$ cat src/rtl/cpu_dbg_target_if.sv
// -----------------------------------------------------------------------------
// cpu_dbg_target_if
//   CPU-side debug bus between the serial debug unit and the CPU it
//   controls. The debug unit is the master. It issues run/step/halt pulses,
//   writes the breakpoint and selects a debug channel. The CPU (or its
//   stand-in, cpu_dbg_target) is the slave. It returns the selected debug
//   word and its execution status.
//
//   Parameters:
//     DW     data/PC width in bits
//     SEL_W  debug channel select width
//
//   Signals (direction as seen by the slave):
//     run       in   1      1-cycle pulse: enter free-run
//     step      in   1      1-cycle pulse: execute one cycle, then halt
//     halt      in   1      1-cycle pulse: stop execution
//     brk_we    in   1      load brk_addr into the breakpoint register
//     brk_addr  in   DW     breakpoint PC value
//     sel       in   SEL_W  debug channel select
//     dbg_dout  out  DW     selected debug word
//     pc        out  DW     current PC
//     npc       out  DW     next PC
//     halted    out  1      core is idle or halted
//     brk_hit   out  1      1-cycle pulse when execution stops on a breakpoint
// -----------------------------------------------------------------------------
interface cpu_dbg_target_if #(
  parameter int DW    = 32,
  parameter int SEL_W = 4
);
  logic             run;
  logic             step;
  logic             halt;
  logic             brk_we;
  logic [DW-1:0]    brk_addr;
  logic [SEL_W-1:0] sel;
  logic [DW-1:0]    dbg_dout;
  logic [DW-1:0]    pc;
  logic [DW-1:0]    npc;
  logic             halted;
  logic             brk_hit;

  // Debug unit side
  modport master (
    output run, step, halt, brk_we, brk_addr, sel,
    input  dbg_dout, pc, npc, halted, brk_hit
  );

  // CPU side
  modport slave (
    input  run, step, halt, brk_we, brk_addr, sel,
    output dbg_dout, pc, npc, halted, brk_hit
  );
endinterface

$ cat src/rtl/cpu_dbg_target.sv
// -----------------------------------------------------------------------------
// cpu_dbg_target
//   Parametrised stand-in CPU core used to bring up the serial debug unit.
//   It produces a wrapping PC stream under run/step/halt control. It counts
//   all clock cycles and all retired (executed) cycles. It exposes a bank of
//   N_CH debug words that the debug unit selects with sel.
//
//   Optional feature: define CPU_DBG_BRK_EN to enable the PC breakpoint
//   (brk_reg, brk_hit). Without it the breakpoint inputs are ignored,
//   brk_hit is held at 0 and debug channel 6 reads 0.
//
//   Ports:
//     clk_cpu  in   CPU clock. All state updates happen on its rising edge.
//     rstn     in   asynchronous active-low reset
//     bus      cpu_dbg_target_if.slave (run/step/halt/brk_we/brk_addr/sel in;
//              dbg_dout/pc/npc/halted/brk_hit out)
//
//   Debug channel map (sel):
//     0 pc    1 npc    2 ir = {pc[lo half], ~pc[lo half]}    3 cyc_cnt
//     4 ret_cnt    5 state (IDLE=0 RUN=1 STEP=2 HALT=3)    6 brk_reg
//     7..N_CH-1 constant equal to the channel index (reserved)
// -----------------------------------------------------------------------------
module cpu_dbg_target #(
  parameter int            DW       = 32,
  parameter logic [DW-1:0] PC_BASE  = DW'(32'h0000_0000),
  parameter logic [DW-1:0] PC_LIMIT = DW'(32'h0000_000A),
  parameter int            PC_INC   = 1,
  parameter int            N_CH     = 16,
  parameter int            SEL_W    = 4
) (
  input  logic              clk_cpu,
  input  logic              rstn,
  cpu_dbg_target_if.slave   bus
);

  typedef enum logic [1:0] {
    IDLE = 2'd0,
    RUN  = 2'd1,
    STEP = 2'd2,
    HALT = 2'd3
  } state_t;

  localparam logic [DW-1:0] PC_STEP = DW'(PC_INC);

  state_t        state_reg;
  logic [DW-1:0] pc_reg;
  logic [DW-1:0] cyc_cnt_reg;
  logic [DW-1:0] ret_cnt_reg;
  logic          halted_reg;
  logic          brk_hit_reg;
  logic [DW-1:0] npc;

`ifdef CPU_DBG_BRK_EN
  logic [DW-1:0] brk_reg;
  // Set when RUN is entered from a stopped state. It masks the breakpoint
  // compare for the first execute cycle, so a resume always leaves the PC
  // it stopped on.
  logic          brk_skip_reg;
`endif

  // Next PC wraps to PC_BASE once the current PC has reached PC_LIMIT.
  // The addition is DW bits wide and any carry out is discarded.
  assign npc = (pc_reg >= PC_LIMIT) ? PC_BASE : pc_reg + PC_STEP;

  // ---------------------------------------------------------------------------
  // Control FSM, counters and registered status outputs
  // ---------------------------------------------------------------------------
  always_ff @(posedge clk_cpu or negedge rstn) begin
    if (!rstn) begin
      state_reg    <= IDLE;
      pc_reg       <= PC_BASE;
      cyc_cnt_reg  <= '0;
      ret_cnt_reg  <= '0;
      halted_reg   <= 1'b1;
      brk_hit_reg  <= 1'b0;
`ifdef CPU_DBG_BRK_EN
      brk_reg      <= '1;
      brk_skip_reg <= 1'b0;
`endif
    end else begin
      cyc_cnt_reg <= cyc_cnt_reg + 1'b1;
      brk_hit_reg <= 1'b0;

`ifdef CPU_DBG_BRK_EN
      if (bus.brk_we) begin
        brk_reg <= bus.brk_addr;
      end
`endif

      case (state_reg)
        // Stopped: only accept commands, never execute. Priority is
        // halt > step > run.
        IDLE, HALT: begin
          if (bus.halt) begin
            state_reg  <= HALT;
            halted_reg <= 1'b1;
          end else if (bus.step) begin
            state_reg  <= STEP;
            halted_reg <= 1'b0;
          end else if (bus.run) begin
            state_reg    <= RUN;
            halted_reg   <= 1'b0;
`ifdef CPU_DBG_BRK_EN
            brk_skip_reg <= 1'b1;
`endif
          end
        end

        // Free-run: execute every cycle unless a halt arrives. A step
        // command is ignored in this state.
        RUN: begin
          if (bus.halt) begin
            state_reg  <= HALT;
            halted_reg <= 1'b1;
          end else begin
            pc_reg      <= npc;
            ret_cnt_reg <= ret_cnt_reg + 1'b1;
`ifdef CPU_DBG_BRK_EN
            brk_skip_reg <= 1'b0;
            // The breakpoint PC itself is executed into. The core then
            // stops with pc equal to brk_reg.
            if (!brk_skip_reg && (npc == brk_reg)) begin
              state_reg   <= HALT;
              halted_reg  <= 1'b1;
              brk_hit_reg <= 1'b1;
            end
`endif
          end
        end

        // Single step: one execute cycle, then stop regardless of
        // commands. The breakpoint is not checked here.
        STEP: begin
          pc_reg      <= npc;
          ret_cnt_reg <= ret_cnt_reg + 1'b1;
          state_reg   <= HALT;
          halted_reg  <= 1'b1;
        end

        default: begin
          state_reg  <= HALT;
          halted_reg <= 1'b1;
        end
      endcase
    end
  end

  // ---------------------------------------------------------------------------
  // Debug read bank
  // ---------------------------------------------------------------------------
  logic [DW-1:0] ch_word [N_CH];

  assign ch_word[0] = pc_reg;
  assign ch_word[1] = npc;
  assign ch_word[2] = {pc_reg[DW/2-1:0], ~pc_reg[DW/2-1:0]};
  assign ch_word[3] = cyc_cnt_reg;
  assign ch_word[4] = ret_cnt_reg;
  assign ch_word[5] = {{(DW-2){1'b0}}, state_reg};

`ifdef CPU_DBG_BRK_EN
  assign ch_word[6] = brk_reg;
`else
  assign ch_word[6] = '0;
  // The breakpoint inputs have no function in this build.
  logic unused_brk;
  assign unused_brk = ^{bus.brk_we, bus.brk_addr};
`endif

  // Reserved channels return their own index.
  for (genvar gi = 7; gi < N_CH; gi++) begin : g_const_ch
    assign ch_word[gi] = DW'(gi);
  end

  assign bus.dbg_dout = ch_word[bus.sel];
  assign bus.pc       = pc_reg;
  assign bus.npc      = npc;
  assign bus.halted   = halted_reg;
  assign bus.brk_hit  = brk_hit_reg;

endmodule

$ cat src/flat_wrapper.sv
// flat-port wrapper written by rule: the top's interface ports become plain ports
module cpu_dbg_target_flat 
#(
  parameter int            DW       = 32,
  parameter logic [DW-1:0] PC_BASE  = DW'(32'h0000_0000),
  parameter logic [DW-1:0] PC_LIMIT = DW'(32'h0000_000A),
  parameter int            PC_INC   = 1,
  parameter int            N_CH     = 16,
  parameter int            SEL_W    = 4
)
  (clk_cpu, rstn, bus_run, bus_step, bus_halt, bus_brk_we, bus_brk_addr, bus_sel, bus_dbg_dout, bus_pc, bus_npc, bus_halted, bus_brk_hit);
  cpu_dbg_target_if #(.DW(DW), .SEL_W(SEL_W)) bus_i ();
  input  logic clk_cpu;
  input  logic rstn;
  input wire logic [$bits(bus_i.run)-1:0] bus_run;
  input wire logic [$bits(bus_i.step)-1:0] bus_step;
  input wire logic [$bits(bus_i.halt)-1:0] bus_halt;
  input wire logic [$bits(bus_i.brk_we)-1:0] bus_brk_we;
  input wire logic [$bits(bus_i.brk_addr)-1:0] bus_brk_addr;
  input wire logic [$bits(bus_i.sel)-1:0] bus_sel;
  output wire logic [$bits(bus_i.dbg_dout)-1:0] bus_dbg_dout;
  output wire logic [$bits(bus_i.pc)-1:0] bus_pc;
  output wire logic [$bits(bus_i.npc)-1:0] bus_npc;
  output wire logic [$bits(bus_i.halted)-1:0] bus_halted;
  output wire logic [$bits(bus_i.brk_hit)-1:0] bus_brk_hit;
  assign bus_i.run = bus_run;
  assign bus_i.step = bus_step;
  assign bus_i.halt = bus_halt;
  assign bus_i.brk_we = bus_brk_we;
  assign bus_i.brk_addr = bus_brk_addr;
  assign bus_i.sel = bus_sel;
  assign bus_dbg_dout = bus_i.dbg_dout;
  assign bus_pc = bus_i.pc;
  assign bus_npc = bus_i.npc;
  assign bus_halted = bus_i.halted;
  assign bus_brk_hit = bus_i.brk_hit;
  cpu_dbg_target #(.DW(DW), .PC_BASE(PC_BASE), .PC_LIMIT(PC_LIMIT), .PC_INC(PC_INC), .N_CH(N_CH), .SEL_W(SEL_W)) u_core (.clk_cpu(clk_cpu), .rstn(rstn), .bus(bus_i));
endmodule
$ cat config.mk
export PLATFORM = sky130hd
export DESIGN_NAME = cpu_dbg_target_flat
export DESIGN_NICKNAME = d
export VERILOG_FILES = /design/src/rtl/cpu_dbg_target_if.sv /design/src/rtl/cpu_dbg_target.sv /design/src/flat_wrapper.sv
export SDC_FILE = /design/constraint.sdc
export NUM_CORES = 1
export LEC_CHECK = 0
export CAP_MARGIN = 25
export CORE_MARGIN = 2
export CORE_UTILIZATION = 45
export CTS_BUF_LIST = sky130_fd_sc_hd__clkbuf_16
export CTS_CLUSTER_DIAMETER = 150
export DETAILED_ROUTE_END_ITERATION = 6
export GPL_ROUTABILITY_DRIVEN = 0
export PLACE_DENSITY = 0.73
export SLEW_MARGIN = 25
export SYNTH_ARGS = -nofsm -noshare
export SYNTH_HDL_FRONTEND = slang
export SYNTH_SLANG_ARGS = --single-unit
$ cat constraint.sdc
create_clock -name clk_cpu -period 2.4 [get_ports clk_cpu]
set_input_delay 0.48 -clock clk_cpu [delete_from_list [all_inputs] [get_ports clk_cpu]]
set_output_delay 0.48 -clock clk_cpu [all_outputs]
set_load 0.05 [all_outputs]
==> results of run 1 <==
==> metal layers <==
| metal | global-route usage | up-vias |
|---|---|---|
| met2 | 0.373 | 162 |
| met4 | 0.0912 | 0 |
| met5 | 0 | - |
| li1 | - | 2344 |
| met3 | 0.0276 | 29 |
| met1 | 0.302 | 2547 |
==> stage by stage <==
stage               setup WS (ns)  power [mW]  utilization
CTS                        -0.233        5.07        0.581
finish                     -0.215        5.13        0.589
floorplan                  -0.120        3.07            -
global placement           -0.279        3.53        0.550
detailed placement         -0.297        3.57        0.550
global route               -0.257        5.30        0.589
==> layout make-up <==
type                       count  area (sq um)  area share
multi-input combinational    462          3410       0.422
sequential                    99          2480       0.307
timing repair buffer         130          1610       0.200
clock buffer                   9           225      0.0279
tap                          180           225      0.0279
clock inverter                 7          75.1     0.00929
inverter                      13          51.3     0.00635
==> synthesized netlist by cell type (2+ instances only) <==
cell,number,area [sq um]
sky130_fd_sc_hd__nand2_1,42,158
sky130_fd_sc_hd__nor4_1,8,50.1
sky130_fd_sc_hd__nand4_1,33,206
sky130_fd_sc_hd__o22a_1,13,114
sky130_fd_sc_hd__ha_1,6,75.1
sky130_fd_sc_hd__a22oi_1,18,135
sky130_fd_sc_hd__dfrtp_1,98,2450
sky130_fd_sc_hd__nor3_1,5,25.0
sky130_fd_sc_hd__nand2b_1,32,200
sky130_fd_sc_hd__clkbuf_1,19,71.3
sky130_fd_sc_hd__buf_2,13,65.1
sky130_fd_sc_hd__buf_4,69,518
sky130_fd_sc_hd__o31ai_1,4,30.0
sky130_fd_sc_hd__or2_1,2,12.5
sky130_fd_sc_hd__nand3_1,21,105
sky130_fd_sc_hd__a32oi_1,13,114
sky130_fd_sc_hd__xor2_1,13,114
sky130_fd_sc_hd__xnor2_1,50,438
sky130_fd_sc_hd__a211oi_4,2,40.0
sky130_fd_sc_hd__o211ai_1,3,22.5
sky130_fd_sc_hd__and4_1,9,78.8
sky130_fd_sc_hd__or3_1,2,12.5
sky130_fd_sc_hd__a221o_1,2,20.0
sky130_fd_sc_hd__inv_1,13,48.8
sky130_fd_sc_hd__nor4_4,2,42.5
sky130_fd_sc_hd__o21a_1,4,30.0
sky130_fd_sc_hd__a2bb2oi_1,12,105
sky130_fd_sc_hd__nor2_1,41,154
sky130_fd_sc_hd__a211o_1,2,17.5
sky130_fd_sc_hd__buf_1,5,18.8
sky130_fd_sc_hd__and3_1,39,244
sky130_fd_sc_hd__a21oi_2,2,17.5
sky130_fd_sc_hd__nor4_2,3,37.5
sky130_fd_sc_hd__o21ai_0,3,15.0
sky130_fd_sc_hd__nor2b_1,3,18.8
sky130_fd_sc_hd__a21oi_1,6,30.0
sky130_fd_sc_hd__and2_1,7,43.8
sky130_fd_sc_hd__o22ai_1,4,25.0
sky130_fd_sc_hd__mux2_2,16,180
==> worst max-delay path, delay by kind of cell, from the launching register on <==
kind,cells,cell delay (ns)
DFF,1,0.42
buffers and inverters,2,0.34
AOI/OAI and AO/OA,1,0.29
and+or+nand+nor,3,0.73
==> worst max-delay path by stage <==
stage | startpoint | end | cells past startpoint
global route | u_core.bus.pc[18] | bus_npc[2] | 6
detailed placement | bus_sel[1] | bus_dbg_dout[0] | 7
floorplan | u_core.bus.pc[0] | bus_dbg_dout[0] | 6
finish | u_core.bus.pc[18] | bus_dbg_dout[0] | 6
CTS | u_core.bus.pc[28] | bus_dbg_dout[0] | 6
global placement | bus_sel[1] | bus_dbg_dout[12] | 7
==> report_power, final <==
| part | internal, mW | switching (mW) | total [mW] |
|---|---|---|---|
| combinational | 0.699 | 1.07 | 1.77 |
| clock | 0.814 | 0.666 | 1.48 |
| sequential | 1.75 | 0.131 | 1.88 |
| total | 3.26 | 1.87 | 5.13 |
==> cell families (layout without fill, tap and decap cells) <==
family,count (synthesis),count (layout),share of synthesized area
adder cells (fa/ha/maj),6,6,0.0120
XOR/XNOR,63,63,0.0884
AO/OA/AOI/OAI,92,92,0.120
other,1,29,0.000601
AND/OR/NAND/NOR,256,256,0.237
flip-flops,99,99,0.397
buffers and inverters,119,159,0.116
multiplexers,16,16,0.0289
==> timing repair <==
action	4_1_cts	5_1_grt
gates cloned	0	1
buffers inserted	2	2
endpoints found under the hold margin	7	0
resized for setup	19	20
pin swaps	5	6
hold buffers	1	0
setup endpoints to repair	36	32
==> flow_summary_export.csv, run 1 <==
group,metric,value,unit
clock_tree,cts_tree,"built",
cells_and_area,synthToLayoutAreaGrowth,29.4,%
sta,worst_case_hold_slack,0.480,ns
placed_design,placed_cell_area,7550,sq um
sta,finClkSkew,0.00792,ns
worst_setup_path,timing.critical_path.fanout_max,4,
sta,finalSetupViolations,8,
drt,drt_iter0_markers,310,
drt,met2_wirelength,8410,microns
run,max_cap_viol_count,0,
sta,tns,-1.42,ns
global_route,maximum_number_of_pins_on_one_net_before_global_route_repair,63,
outcome,failed_checks,"negative setup slack",
cells_and_area,stdcell_area,8080,sq um
floorplan,floorplan.rows,43,
drt,highest_layer,"met4",
sta,maximum_clock_rate,0.382,GHz
yosys,post_synth_num_cell_types,52,
min_path,min_from,"u_core.bus.halted",
global_route,number_of_antenna_violations_at_the_first_check_in_global_routing,0,
clock_tree,clock_latency,0.35,ns
sta,fin_crit_sh,1.09,
sta,postLayoutSetupSlackWorst,-0.215,ns
power,ir_drop,0.000417,V
power,power_density,635,nW/um^2
global_route,groute.usage.overall,0.226,
worst_setup_path,setup.reg_to_reg.worst_slack,0.32,ns
yosys,synthesis.area,6240,sq um
drt,routedLengthMet1,7120,microns
yosys,synth_seq_area_share,0.397,
worst_setup_path,path_class,"flop to output port",
floorplan,pin_count,140,
clock_tree,cts_buffer_count,9,
yosys,synth_flop_cell,"sky130_fd_sc_hd__dfrtp_1",
clock_tree,ctsRootBufferMaster,"sky130_fd_sc_hd__clkbuf_16",
floorplan,dieArea,14800,sq um
drt,route.final.wire_length,16700,microns
drt,via_per_inst,5.65,
drt,drt_drc_violations_left,0,
drt,num_vias,5082,
worst_setup_path,ff_to_ff_end,"u_core.ret_cnt_reg[11]",
clock_tree,clkSlewWorstSetupHoldPaths,0.07,ns
global_route,grt_remaining_overflow,0,
floorplan,floorplan.die.width,122,microns
clock_tree,htreeDepth,3,
clock_tree,clk_path_buf_depth,2,
global_route,via_count_of_the_first_global_routing_pass,4965,
cells_and_area,most-common-layout-cells,"98 x sky130_fd_sc_hd__dfrtp_1, 50 x sky130_fd_sc_hd__xnor2_1, 44 x sky130_fd_sc_hd__buf_4",
cells_and_area,final_cells,900,
placed_design,place_inst,878,
placed_design,dpl.hpwl,12200,microns
floorplan,floorplan.core_area,13700,sq um
sta,report.final.hold_viol_count,0,
outcome,run_status,"finished with violations",
cells_and_area,post_route_cells_drive_above_1_share,0.271,
worst_setup_path,critPathRequiredTime,1.92,ns
floorplan,die_height,122,microns
sta,max_slew_margin,0.583,
worst_setup_path,timing.critical_path.slowest_cell_delay,0.42,ns
worst_setup_path,timing.critical_path.slowest_stage_cell,"sky130_fd_sc_hd__dfrtp_1",
floorplan,initial_core_util,0.455,
yosys,syn_avg_cell_area,9.57,sq um
yosys,synth_edf_count,0,
global_route,grt_pass1_wl,26100,microns
worst_setup_path,startpoint_type,"flop",
yosys,synth_seq_cells,99,
cells_and_area,fin_nets,763,
worst_setup_path,r2r_start,"u_core.state_reg[0]",
drt,antenna_violating_nets_post_route,0,
cells_and_area,most_frequent_standard_cell_in_the_layout_excluding_fill_and_tap_cells,"sky130_fd_sc_hd__dfrtp_1",
sta,rsz0062_at_grt,"yes",
yosys,synth-async-reset-ratio,1.00,
sta,final-max-slew-violation-count,0,
min_path,timing.hold.worst_endpoint,"u_core.bus.halted",
yosys,warnings_synthesis,0,
cells_and_area,fill_cell_instance_count_of_the_final_layout,1122,
worst_setup_path,worst-endpoint-arrival,2.14,ns
worst_setup_path,crit_path_end_kind,"output port",
drt,routed_wire_length_per_instance,18.5,microns
yosys,post_synthesis_instance_total,652,
power,total_leakage_power,3.49,nW
cells_and_area,antenna-diode-count,0,
min_path,whs_path_depth,2,
worst_setup_path,crit_path_cells,"nor4_4 -> and4_4 -> nand4_1 -> buf_6 -> o211ai_1 -> buf_12",
min_path,timing.hold.worst.class,"flop to flop",
drt,drt_first_pass_iters,5,
worst_setup_path,r2r_cells,5,
clock_tree,tritoncts_num_sinks,99,
sta,final_critical_delay_including_setup_and_external_delays,2.62,ns
placed_design,placement.io_buffers,77,
sta,actual_slew_at_the_worst_max_slew_pin,0.623,ns
drt,route.met3.wl,732,microns
(Power assumes the default switching activity.)
==> run 2: changes to the inputs <==
--- a/config.mk
+++ b/config.mk
@@ -5,6 +5,7 @@
 export SDC_FILE = /design/constraint.sdc
 export NUM_CORES = 1
 export LEC_CHECK = 0
+export ABC_CLOCK_PERIOD_IN_PS = 2400
 export CAP_MARGIN = 25
 export CORE_MARGIN = 2
 export CORE_UTILIZATION = 45
==> results of run 2 <==
The final DEF is identical to that of run 1; final timing and power are the same.
==> run 3: changes to the inputs <==
--- a/config.mk
+++ b/config.mk
@@ -8,12 +8,11 @@
 export ABC_CLOCK_PERIOD_IN_PS = 2400
 export CAP_MARGIN = 25
 export CORE_MARGIN = 2
-export CORE_UTILIZATION = 45
+export CORE_UTILIZATION = 31
 export CTS_BUF_LIST = sky130_fd_sc_hd__clkbuf_16
 export CTS_CLUSTER_DIAMETER = 150
 export DETAILED_ROUTE_END_ITERATION = 6
 export GPL_ROUTABILITY_DRIVEN = 0
-export PLACE_DENSITY = 0.73
 export SLEW_MARGIN = 25
 export SYNTH_ARGS = -nofsm -noshare
 export SYNTH_HDL_FRONTEND = slang
==> flow_summary_export.csv, run 3 (same netlist as run 1, synthesis figures left out) <==
group,metric,value,unit
cells_and_area,final_core_util,0.414,
floorplan,floorplan.die.width,146,microns
worst_setup_path,worst-endpoint-arrival,2.21,ns
floorplan,die_height,146,microns
floorplan,floorplan.core_area,19600,sq um
sta,finalSetupViolations,8,
placed_design,dpl.hpwl,12600,microns
clock_tree,cts_hold_buf,0,
worst_setup_path,crit_path_end_kind,"output port",
cells_and_area,seq_area,2480,sq um
worst_setup_path,r2r_cells,7,
drt,via_per_inst,5.00,
sta,rsz0062_at_grt,"yes",
drt,drt_drc_violations_left,0,
run,max_cap_viol_count,0,
sta,max_slew_margin,0.577,
outcome,run_status,"finished with violations",
floorplan,dieArea,21300,sq um
cells_and_area,synthToLayoutAreaGrowth,30.0,%
sta,fin_crit_sh,1.12,
sta,finClkSkew,0.00854,ns
clock_tree,cts_buffer_count,9,
cells_and_area,fill_cell_instance_count_of_the_final_layout,1878,
floorplan,pin_count,140,
worst_setup_path,critPathRequiredTime,1.92,ns
clock_tree,clkSlewWorstSetupHoldPaths,0.07,ns
clock_tree,htreeDepth,3,
sta,actual_slew_at_the_worst_max_slew_pin,0.632,ns
cells_and_area,fin_nets,767,
global_route,via_count_of_the_first_global_routing_pass,4768,
placed_design,place_inst,971,
drt,antenna_violating_nets_post_route,0,
sta,final_critical_delay_including_setup_and_external_delays,2.69,ns
drt,drt_first_pass_iters,5,
power,power_density,627,nW/um^2
worst_setup_path,timing.critical_path.fanout_max,4,
clock_tree,ctsRootBufferMaster,"sky130_fd_sc_hd__clkbuf_16",
global_route,grt_pass1_wl,27100,microns
clock_tree,cts_tree,"built",
floorplan,initial_core_util,0.319,
global_route,grt_remaining_overflow,0,
sta,report.final.hold_viol_count,0,
drt,routed_wire_length_per_instance,17.1,microns
cells_and_area,final_cells,988,
clock_tree,clk_path_buf_depth,2,
power,total_leakage_power,3.49,nW
drt,num_vias,4940,
worst_setup_path,startpoint_type,"flop",
global_route,maximum_number_of_pins_on_one_net_before_global_route_repair,46,
sta,maximum_clock_rate,0.372,GHz
clock_tree,tritoncts_num_sinks,99,
cells_and_area,most_frequent_standard_cell_in_the_layout_excluding_fill_and_tap_cells,"sky130_fd_sc_hd__dfrtp_1",
cells_and_area,antenna-diode-count,0,
sta,final-max-slew-violation-count,0,
drt,drt_iter0_markers,312,
cells_and_area,multiInputGateArea,3340,sq um
cells_and_area,most-common-layout-cells,"98 x sky130_fd_sc_hd__dfrtp_1, 50 x sky130_fd_sc_hd__xnor2_1, 50 x sky130_fd_sc_hd__buf_4",
sta,postLayoutSetupSlackWorst,-0.287,ns
min_path,timing.hold.worst.class,"primary input to asynchronous set/reset pin",
placed_design,placed_cell_area,7720,sq um
clock_tree,clock_latency,0.35,ns
power,ir_drop,0.000411,V
outcome,failed_checks,"negative setup slack",
cells_and_area,stdcell_area,8110,sq um
cells_and_area,post_route_cells_drive_above_1_share,0.261,
placed_design,placement.io_buffers,77,
worst_setup_path,path_class,"flop to output port",
floorplan,floorplan.rows,51,
global_route,groute.usage.overall,0.162,
drt,route.final.wire_length,16900,microns
global_route,number_of_antenna_violations_at_the_first_check_in_global_routing,0,
==> run 3: area by class of cell <==
type,instances,area share
Clock buffer,9,0.0278
Sequential cell,99,0.305
Tap cell,265,0.0409
Timing Repair Buffer,134,0.200
Clock inverter,6,0.00817
Multi-Input combinational cell,462,0.411
Inverter,13,0.00632
==> run 3: worst max-delay path, cell delays in order (launching register included) <==
cell and delay (ns):
sky130_fd_sc_hd__dfrtp_1 0.38, sky130_fd_sc_hd__nor4_1 0.38, sky130_fd_sc_hd__and3_2 0.30, sky130_fd_sc_hd__nand4_1 0.13, sky130_fd_sc_hd__buf_6 0.17, sky130_fd_sc_hd__o211ai_1 0.21
sky130_fd_sc_hd__buf_4 0.16, sky130_fd_sc_hd__buf_12 0.12
==> run 3: path summary, 6_finish.rpt <==
| kind | start | endpoint | slack [ns] |
|---|---|---|---|
| worst max register to register | u_core.state_reg[1] | u_core.bus.pc[2] | 0.26 |
| max in group asynchronous | rstn | u_core.cyc_cnt_reg[24] | 1.58 |
| min in group clk_cpu | u_core.cyc_cnt_reg[31] | u_core.cyc_cnt_reg[31] | 0.47 |
| worst min register to register | u_core.cyc_cnt_reg[31] | u_core.cyc_cnt_reg[31] | 0.47 |
| worst max-delay path | u_core.bus.pc[19] | bus_dbg_dout[0] | -0.29 |
| worst min-delay path | rstn | u_core.cyc_cnt_reg[4] | 0.13 |
==> run 3: stage by stage <==
step | hold WS [ns] | power, mW | worst slack, ns | TNS [ns]
2_1_floorplan | 0.184 | 3.07 | -0.120 | -0.306
3_3_place_gp | 0.457 | 3.57 | -0.284 | -5.32
3_5_place_dp | 0.458 | 3.58 | -0.272 | -4.61
4_1_cts | 0.147 | 5.07 | -0.293 | -2.11
5_1_grt | 0.180 | 5.30 | -0.346 | -1.91
6_report | 0.131 | 5.09 | -0.287 | -1.41
==> run 3: what timing repair did <==
item	CTS	global route
gates resized for setup	10	19
cloned	0	0
hold endpoints to repair	0	0
buffers inserted	1	1
pin swaps	1	3
endpoints found under the setup margin	36	14
==> run 3: per-layer routing <==
metal / routed length (microns) / GRT usage / vias to the layer above
met5: 0 / 0 / -
met4: 417 / 0.0588 / 0
met3: 847 / 0.0307 / 25
met2: 8120 / 0.258 / 123
met1: 7510 / 0.219 / 2428
li1: - / - / 2364
==> run 3: power breakdown <==
group | total [mW] | leakage, nW | internal (mW) | switching (mW)
clock network | 1.45 | 0.139 | 0.804 | 0.650
logic | 1.74 | 2.01 | 0.695 | 1.05
registers | 1.89 | 1.33 | 1.75 | 0.138
